**config.mk**
```make
export PLATFORM = sky130hd
export DESIGN_NAME = wb_soc_fabric
export DESIGN_NICKNAME = d
export VERILOG_FILES = /design/src/rtl/wb_soc_fabric.sv
export SDC_FILE = /design/constraint.sdc
export NUM_CORES = 1
export LEC_CHECK = 0
export BUFFER_PORTS_ARGS = -buffer_cell sky130_fd_sc_hd__buf_2
export CORE_AREA = 2 2 247 249
export CTS_BUF_LIST = sky130_fd_sc_hd__clkbuf_16
export DETAILED_ROUTE_END_ITERATION = 8
export DIE_AREA = 0 0 249 251
export PLACE_DENSITY = 0.37
export SLEW_MARGIN = 10
export SYNTH_ARGS = -nofsm -noshare
export SYNTH_HDL_FRONTEND = slang
export SYNTH_SLANG_ARGS = --single-unit
```
**constraint.sdc**
```tcl
create_clock -name wb_clk -period 5.2 [get_ports wb_clk]
set_input_delay 0.26 -clock wb_clk [delete_from_list [all_inputs] [get_ports wb_clk]]
set_output_delay 0.26 -clock wb_clk [all_outputs]
set_load 0.02 [all_outputs]
```
**src/rtl/wb_soc_fabric.sv**
```systemverilog
// Two-master Wishbone crossbar-lite: arbitrates m0/m1 one transaction at a
// time onto NUM_SLAVES address-decoded slave ports, with bus timeout and
// unmapped-address error generation.
//   wb_clk/wb_rst         : clock, synchronous active-high reset
//   m0_* / m1_*           : master ports (adr, dat, sel, we, cyc, stb in;
//                           rdt, ack, err out); m1 wins ties only in turn
//   s_*                   : packed slave ports, slave 0 in the LSBs
//   timeout_evt           : one-cycle pulse when a slave fails to respond
//   decode_evt            : one-cycle pulse when no slave matches an address
module wb_soc_fabric #(
  parameter int unsigned                NUM_SLAVES = 4,
  parameter logic [32*NUM_SLAVES-1:0]   SLAVE_BASE = {32'h4000_1000, 32'h4000_0000,
                                                      32'h0001_0000, 32'h0000_0000},
  parameter logic [32*NUM_SLAVES-1:0]   SLAVE_MASK = {32'hFFFF_F000, 32'hFFFF_F000,
                                                      32'hFFFF_0000, 32'hFFFF_0000},
  parameter int unsigned                TIMEOUT    = 255
) (
  input  logic                       wb_clk,
  input  logic                       wb_rst,
  input  logic [31:0]                m0_adr,
  input  logic [31:0]                m0_dat,
  input  logic [3:0]                 m0_sel,
  input  logic                       m0_we,
  input  logic                       m0_cyc,
  input  logic                       m0_stb,
  output logic [31:0]                m0_rdt,
  output logic                       m0_ack,
  output logic                       m0_err,
  input  logic [31:0]                m1_adr,
  input  logic [31:0]                m1_dat,
  input  logic [3:0]                 m1_sel,
  input  logic                       m1_we,
  input  logic                       m1_cyc,
  input  logic                       m1_stb,
  output logic [31:0]                m1_rdt,
  output logic                       m1_ack,
  output logic                       m1_err,
  output logic [32*NUM_SLAVES-1:0]   s_adr,
  output logic [32*NUM_SLAVES-1:0]   s_dat,
  output logic [4*NUM_SLAVES-1:0]    s_sel,
  output logic [NUM_SLAVES-1:0]      s_we,
  output logic [NUM_SLAVES-1:0]      s_cyc,
  output logic [NUM_SLAVES-1:0]      s_stb,
  input  logic [32*NUM_SLAVES-1:0]   s_rdt,
  input  logic [NUM_SLAVES-1:0]      s_ack,
  input  logic [NUM_SLAVES-1:0]      s_err,
  output logic                       timeout_evt,
  output logic                       decode_evt
);

  localparam int unsigned IDXW = (NUM_SLAVES > 1) ? $clog2(NUM_SLAVES) : 1;
  localparam int unsigned CNTW = 16;

  typedef enum logic [1:0] {
    ST_IDLE   = 2'd0,
    ST_ACTIVE = 2'd1,
    ST_ERR    = 2'd2
  } state_t;

  state_t            r_state;
  logic              r_gnt;      // 0 = m0, 1 = m1
  logic              r_last;     // master granted by the last finished transaction
  logic [IDXW-1:0]   r_sel;
  logic [CNTW-1:0]   r_cnt;
  logic              r_timeout_evt;
  logic              r_decode_evt;

  logic              w_req0;
  logic              w_req1;
  logic              w_pick;
  logic [31:0]       w_pick_adr;
  logic              w_hit;
  logic [IDXW-1:0]   w_idx;
  logic [31:0]       w_srdt [NUM_SLAVES];
  logic [31:0]       w_gadr;
  logic [31:0]       w_gdat;
  logic [3:0]        w_gsel;
  logic              w_gwe;
  logic              w_gcyc;
  logic              w_gstb;
  logic              w_active;
  logic              w_err_st;
  logic              w_sack;
  logic              w_serr;
  logic              w_fwd_ack;
  logic              w_fwd_err;
  logic [31:0]       w_fwd_rdt;

  // Arbitration: a lone requester wins; on a tie the master not served last wins.
  assign w_req0     = m0_cyc & m0_stb;
  assign w_req1     = m1_cyc & m1_stb;
  assign w_pick     = (w_req0 & w_req1) ? ~r_last : w_req1;
  assign w_pick_adr = w_pick ? m1_adr : m0_adr;

  // Address decode of the master about to be granted; lowest index wins.
  always_comb begin
    w_hit = 1'b0;
    w_idx = '0;
    for (int i = 0; i < int'(NUM_SLAVES); i++) begin
      if (!w_hit &&
          ((w_pick_adr & SLAVE_MASK[i*32 +: 32]) ==
           (SLAVE_BASE[i*32 +: 32] & SLAVE_MASK[i*32 +: 32]))) begin
        w_hit = 1'b1;
        w_idx = IDXW'(i);
      end
    end
  end

  for (genvar g = 0; g < int'(NUM_SLAVES); g++) begin : g_rdt
    assign w_srdt[g] = s_rdt[g*32 +: 32];
  end

  // Granted master's request, broadcast to every slave port.
  assign w_gadr = r_gnt ? m1_adr : m0_adr;
  assign w_gdat = r_gnt ? m1_dat : m0_dat;
  assign w_gsel = r_gnt ? m1_sel : m0_sel;
  assign w_gwe  = r_gnt ? m1_we  : m0_we;
  assign w_gcyc = r_gnt ? m1_cyc : m0_cyc;
  assign w_gstb = r_gnt ? m1_stb : m0_stb;

  assign s_adr = {NUM_SLAVES{w_gadr}};
  assign s_dat = {NUM_SLAVES{w_gdat}};
  assign s_sel = {NUM_SLAVES{w_gsel}};
  assign s_we  = {NUM_SLAVES{w_gwe}};

  // Reset gates every handshake output so nothing leaks while wb_rst is high.
  assign w_active = (r_state == ST_ACTIVE) & ~wb_rst;
  assign w_err_st = (r_state == ST_ERR) & ~wb_rst;

  always_comb begin
    s_cyc = '0;
    s_stb = '0;
    if (w_active) begin
      s_cyc[r_sel] = w_gcyc;
      s_stb[r_sel] = w_gstb;
    end
  end

  // Response path back to the granted master; an aborted cycle gets no ack.
  assign w_sack    = s_ack[r_sel];
  assign w_serr    = s_err[r_sel];
  assign w_fwd_ack = w_active & w_gcyc & w_sack;
  assign w_fwd_err = (w_active & w_gcyc & w_serr) | w_err_st;
  assign w_fwd_rdt = w_active ? w_srdt[r_sel] : 32'd0;

  assign m0_ack = ~r_gnt & w_fwd_ack;
  assign m0_err = ~r_gnt & w_fwd_err;
  assign m0_rdt = {32{~r_gnt}} & w_fwd_rdt;
  assign m1_ack =  r_gnt & w_fwd_ack;
  assign m1_err =  r_gnt & w_fwd_err;
  assign m1_rdt = {32{r_gnt}} & w_fwd_rdt;

  assign timeout_evt = r_timeout_evt;
  assign decode_evt  = r_decode_evt;

  // Transaction FSM with timeout counter and event pulses.
  always_ff @(posedge wb_clk) begin
    if (wb_rst) begin
      r_state       <= ST_IDLE;
      r_gnt         <= 1'b0;
      r_last        <= 1'b1;
      r_sel         <= '0;
      r_cnt         <= '0;
      r_timeout_evt <= 1'b0;
      r_decode_evt  <= 1'b0;
    end else begin
      r_timeout_evt <= 1'b0;
      r_decode_evt  <= 1'b0;
      case (r_state)
        ST_IDLE: begin
          if (w_req0 | w_req1) begin
            r_gnt <= w_pick;
            if (w_hit) begin
              r_sel   <= w_idx;
              r_cnt   <= '0;
              r_state <= ST_ACTIVE;
            end else begin
              r_decode_evt <= 1'b1;
              r_state      <= ST_ERR;
            end
          end
        end
        ST_ACTIVE: begin
          if (!w_gcyc) begin
            r_last  <= r_gnt;
            r_state <= ST_IDLE;
          end else if (w_sack | w_serr) begin
            r_last  <= r_gnt;
            r_state <= ST_IDLE;
          end else if ((r_cnt + 16'd1) == CNTW'(TIMEOUT)) begin
            r_timeout_evt <= 1'b1;
            r_state       <= ST_ERR;
          end else begin
            r_cnt <= r_cnt + 16'd1;
          end
        end
        ST_ERR: begin
          r_last  <= r_gnt;
          r_state <= ST_IDLE;
        end
        default: r_state <= ST_IDLE;
      endcase
    end
  end

endmodule
```
== After elaboration in Yosys (flattened, before gate mapping) ==
Cells that the tools add are included.
Word-level totals
  word-level logic and storage cells: 113
  output and inout bits: 354
  register bits after elaboration: 24
  input bits: 280
Cells by class
  magnitude comparators: 3
  reduce and logical (&&, ||, !) cells: 18
  multiplexer cells: 44
  equality and inequality tests: 13
  add/subtract/negate cells: 1
  bitwise operators: 27
Operator list (number)
  32-bit two-way mux: 6
  16-bit two-way mux: 5
  32-bit bitwise AND: 2
  32-bit binary-select mux with 2-bit select: 1
  20-bit by 19-bit == test with 1-bit output, second input constant: 2
  32-bit zero test: 1
  16-bit one-hot mux with 2 select lines: 1
  16-bit by 1-bit adder with 16-bit output, second input constant: 1
  16-bit by 1-bit == test with 1-bit output, second input constant: 1
  16-bit by 8-bit == test with 1-bit output, second input constant: 1
  1-bit two-way mux: 16
  2-bit two-way mux: 7
  1-bit bitwise AND: 12
  4-bit two-way mux: 3
  2-bit inequality test, second input constant: 5
  4-bit bitwise AND: 2
  1-bit NOT: 7
  2-bit AND reduction: 3
  6-bit AND reduction: 1
  1-bit binary-select mux with 2-bit select: 2
  1-bit logical AND: 4
  4-bit by 2-bit inequality test with 1-bit output, second input constant: 1
  2-bit one-hot mux with 2 select lines: 1
  2-bit nonzero test: 2
  15 further kinds: 19

== Depth between registers and ports, before layout ==
  depth after elaboration: 18
  mapped depth: 10
  mapped depth without buffers: 8

== Worst setup path after synthesis ==
Ideal clock, no wire load.
  kind: reg2reg
  start: reg r_cnt[0]
  end: reg r_cnt[11]
  path slack: 2626 ps
  cell stages (with the launch flop): 11
  setup time: 122 ps
  clock period less this slack: 2574 ps
  arrival time: 2452 ps
  required time: 5078 ps
  path buffers: 2
  cell sequence: dfxtp_1 > ha_1 > and4_1 > buf_6 > and3_4 > or3_1 > a211oi_2 > a211o_1 > buf_4 > nor2_1 > a221o_1
On the way
  word-level cells in the longest chain between the ends: 5
  elaborated cells between the ends (all ways): 8
  those cells by class: add/sub (1); eq/ne (2); mux (4); reduce/logical (1)
Ends and longest elaborated chain
  start: declaration: line 64  | logic [CNTW-1:0] r_cnt;
  start signal: assignment: line 194  | r_cnt <= r_cnt + 16'd1;
  16-bit by 1-bit adder with 16-bit output (*): line 190, 194
  parallel branches: the longest is 4 deep, another holds 16-bit by 8-bit == test with 1-bit output
Mark *: on every way between the ends. The select of a mux whose other input is x is not followed.
A chain may end at the register's enable or synchronous reset.

== Final worst setup path ==
  start: reg r_state[1]
  end: out m1_rdt[25]
On the way
  word-level cells in the longest chain between the ends: 4
Ends and longest elaborated chain
  start: declaration: line 60  | state_t r_state;
  start signal: assignment: line 159  | r_state <= ST_IDLE;
  start signal: assignment: line 176  | r_state <= ST_ACTIVE;
  start signal: assignment: line 179  | r_state <= ST_ERR;
  2-bit by 1-bit == test with 1-bit output: line 127  | assign w_active = (r_state == ST_ACTIVE) & ~wb_rst;
  1-bit bitwise AND: line 127
  32-bit two-way mux: line 144  | assign w_fwd_rdt = w_active ? w_srdt[r_sel] : 32'd0;
  32-bit bitwise AND: line 151  | assign m1_rdt = {32{r_gnt}} & w_fwd_rdt;
  end: declaration: line 35  | output logic [31:0] m1_rdt,
No other way between the ends.

==> flow_summary.ini <==
[timing]
setup_violations = 0
fin_crit_sh = 0.606
maxSlewViolCount = 0
timing.fmax_ghz = 0.317
rsz0062_at_grt = no
worst_pin_slew_ps = 1080
final.setup.tns_ps = 0
finalHoldViolCount = 0
finalCriticalPeriod_ps = 3150
clock_skew_ps = 2.83
slew_headroom = 0.276

[run_status]
violations = DRC
status = complete, but fails checks

[place]
dpl.hpwl_um = 27900
port_buffers = 633
dpl_cell_area_um2 = 7900
gp_congestion = 0.866

[final_layout]
final_cell_area_um2 = 8010
nets = 1358
drive_gt1_frac = 0.714
syn_to_final_growth_pct = 47.1

[worst_setup_path]
cp.depth = 6
arrival_ps = 2890
worstPathMaxFanout = 41
cp_cell_sequence = inv_1 > ha_1 > nor2b_4 > nand2_1 > nor2_1 > buf_2
worstSetupStartpointType = register
critPathRequiredTime_ps = 4940
worst_path_max_delay_cell = nor2b_4
endpoint_kind = primary output
crit_type = register to primary output
r2r.worst_path.cells = 8
critPathTopFamily = simple AND/OR/NAND/NOR gates
cpPeakStageDelay_ps = 960
path_buf_inv = 2

[floorplan]
fp-row-count = 90
die_area_um2 = 62500
dieHeight_um = 251
core_um2 = 59800
initial_utilization = 0.0911
die_x_um = 249
io_pins = 634

[power]
p_comb_frac = 0.630
p_int_uw = 608
clockPowerShare = 0.201
p_seq_frac = 0.169
total_power_mw = 1.17
power_switching_uw = 558
p_per_area_nw_per_um2 = 146
ir_drop_mv = 0.0971
p_leak_nw = 3.82
p_sw_frac = 0.479

[yosys]
synth-xor-area-share = 0.00643
synth.top_cell.area_share = 0.288
synth-compound-area-share = 0.0781
synth-simple-area-share = 0.196
ys.flop_type = dfxtp_1
synth_cells = 679
synth-seq-area-share = 0.0882
synth.net_count = 964
synth.avg_cell_area_um2 = 8.02
synth_warnings = 0
synth.area.top_cells = buf_4, mux2_2, mux4_2
ys_types = 66
synthAdderAreaFrac = 0.0115
syn_area_um2 = 5450
synthArstFlopShare = 0
synth_top_cell_by_area = buf_4
synth_top_family_by_area = buffers and inverters
yosys_register_bits = 24
synthMuxAreaShare = 0.293
synth_edf_count = 0

[cts]
htree_levels = 1
post_cts_buffers = 0
clk_path_buf_depth = 2
root_buffer = clkbuf_16
cts_sinks = 24
clk_latency_ps = 270
clkTransAtPathRegs_ps = 70
cts_resized = 0
numCtsBuffers = 3
cts_tree = yes
hold_buffers = 0

[global_routing]
grt_max_degree = 61
antenna_found_initial = 9
grt.overflow.total = 0
grtUsageTotal = 0.0923
grt_pass1_vias = 5991
grt_first_pass_wirelength_um = 42600

[route]
dr.pass1.iters = 6
drt_wl_total_um = 32000
drt-initial-drc-count = 373
final_antenna_net_count = 0
viasPerCell = 3.43
wl_per_cell_um = 17.2
drcViolationCount = 3
vias = 6364

[hold_path]
worstHoldPathType = input port to register
holdPathStages = 3

[job]
cap_violations = 0
Yosys cell counts, types with 10 or more instances:
master	n
mux2_2	71
nand3_1	12
dfxtp_1	24
buf_1	11
clkbuf_1	17
nor2_1	86
nand4_1	10
nor4_1	10
nand2_1	64
mux4_2	35
buf_4	209
through the flow:
| stage | hold WS (ps) | worst slack (ps) | instances | util |
|---|---|---|---|---|
| after CTS | 410 | 2070 | 1854 | 0.134 |
| final | 402 | 2050 | 1858 | 0.134 |
| after floorplan | 454 | 2630 | 679 | - |
| after global placement | 484 | 2040 | 1850 | 0.132 |
| after detailed placement | 486 | 2050 | 1850 | 0.132 |
| after global routing | 434 | 1800 | 1856 | 0.134 |
routing by layer:
layer	wire length (um)	track usage	vias up	part of all wire
li1	-	-	2974	-
met1	13300	0.121	3073	0.42
met2	15700	0.157	288	0.49
met3	2550	0.0215	23	0.080
met4	438	0.0145	6	0.014
met5	37	0	-	0.0012
tightest hold or removal path, cell delays in order:
cell	delay (ps)
buf_2	140
o21ai_0	160
a211oi_1	70
power groups by stage:
stage / clock [mW] / sequential [mW] / combinational, mW
floorplan: 0 / 0.193 / 0.580
global placement: 0 / 0.202 / 0.741
detailed placement: 0 / 0.202 / 0.735
CTS: 0.241 / 0.198 / 0.738
global route: 0.248 / 0.199 / 0.771
finish: 0.234 / 0.197 / 0.734
cell type report:
cell class                      count  area [um^2]
Fill cell                        6968        51800
Timing Repair Buffer              637         3200
Multi-Input combinational cell    397         3190
Tap cell                          782          978
Sequential cell                    24          487
Clock buffer                        3         75.1
Inverter                           10         37.5
Clock inverter                      1         30.0
Antenna cell                        4         10.0
flip-flops by register name, indices dropped and copies added, names as in the netlist:
signal       cells
r_state          2
r_gnt            1
r_cnt           16
r_last           1
timeout_evt      1
decode_evt       1
r_sel            2
worst paths after layout:
path	slack (ps)	to	startpoint
max	2050	m1_rdt[25]	r_state[1]$_SDFFE_PP0P_
min	400	r_sel[1]$_SDFFE_PP0P_	m0_adr[30]
max reg2reg	2080	r_cnt[14]$_SDFFE_PP0P_	r_cnt[1]$_SDFFE_PP0P_
min reg2reg	490	r_cnt[15]$_SDFFE_PP0P_	r_cnt[15]$_SDFFE_PP0P_
logic make-up (layout without fill, tap and decap cells):
family,after synthesis,count (layout)
multiplexers,107,107
AO/OA/AOI/OAI,55,55
adder cells (fa/ha/maj),5,5
AND/OR/NAND/NOR,226,226
flip-flops,24,24
other,0,4
XOR/XNOR,4,4
buffers and inverters,258,651
placed cells by master, fill, tap and decap left out, types with 2 or more instances in the layout:
cell       count
nor4_1        10
o2bb2ai_1      2
mux2_2        71
o32ai_1        2
and4_1         2
xnor2_1        3
inv_1          9
nor3_1         9
ha_1           5
nand4b_1       2
a221o_1        4
nor2b_1        2
nand2b_1       2
or3_1          4
nor3b_1        4
nand4_1       10
a21oi_1        8
o21ai_0        7
o22ai_1        3
a31oi_1        8
dfxtp_1       21
dfxtp_2        2
buf_4          4
nand2_1       64
and3_1         5
nor2_1        86
mux4_2        35
a22oi_1        2
o211ai_1       2
diode_2        4
buf_2        633
nand3_1       12
clkbuf_16      3
Power figures use the tool's default switching activity.
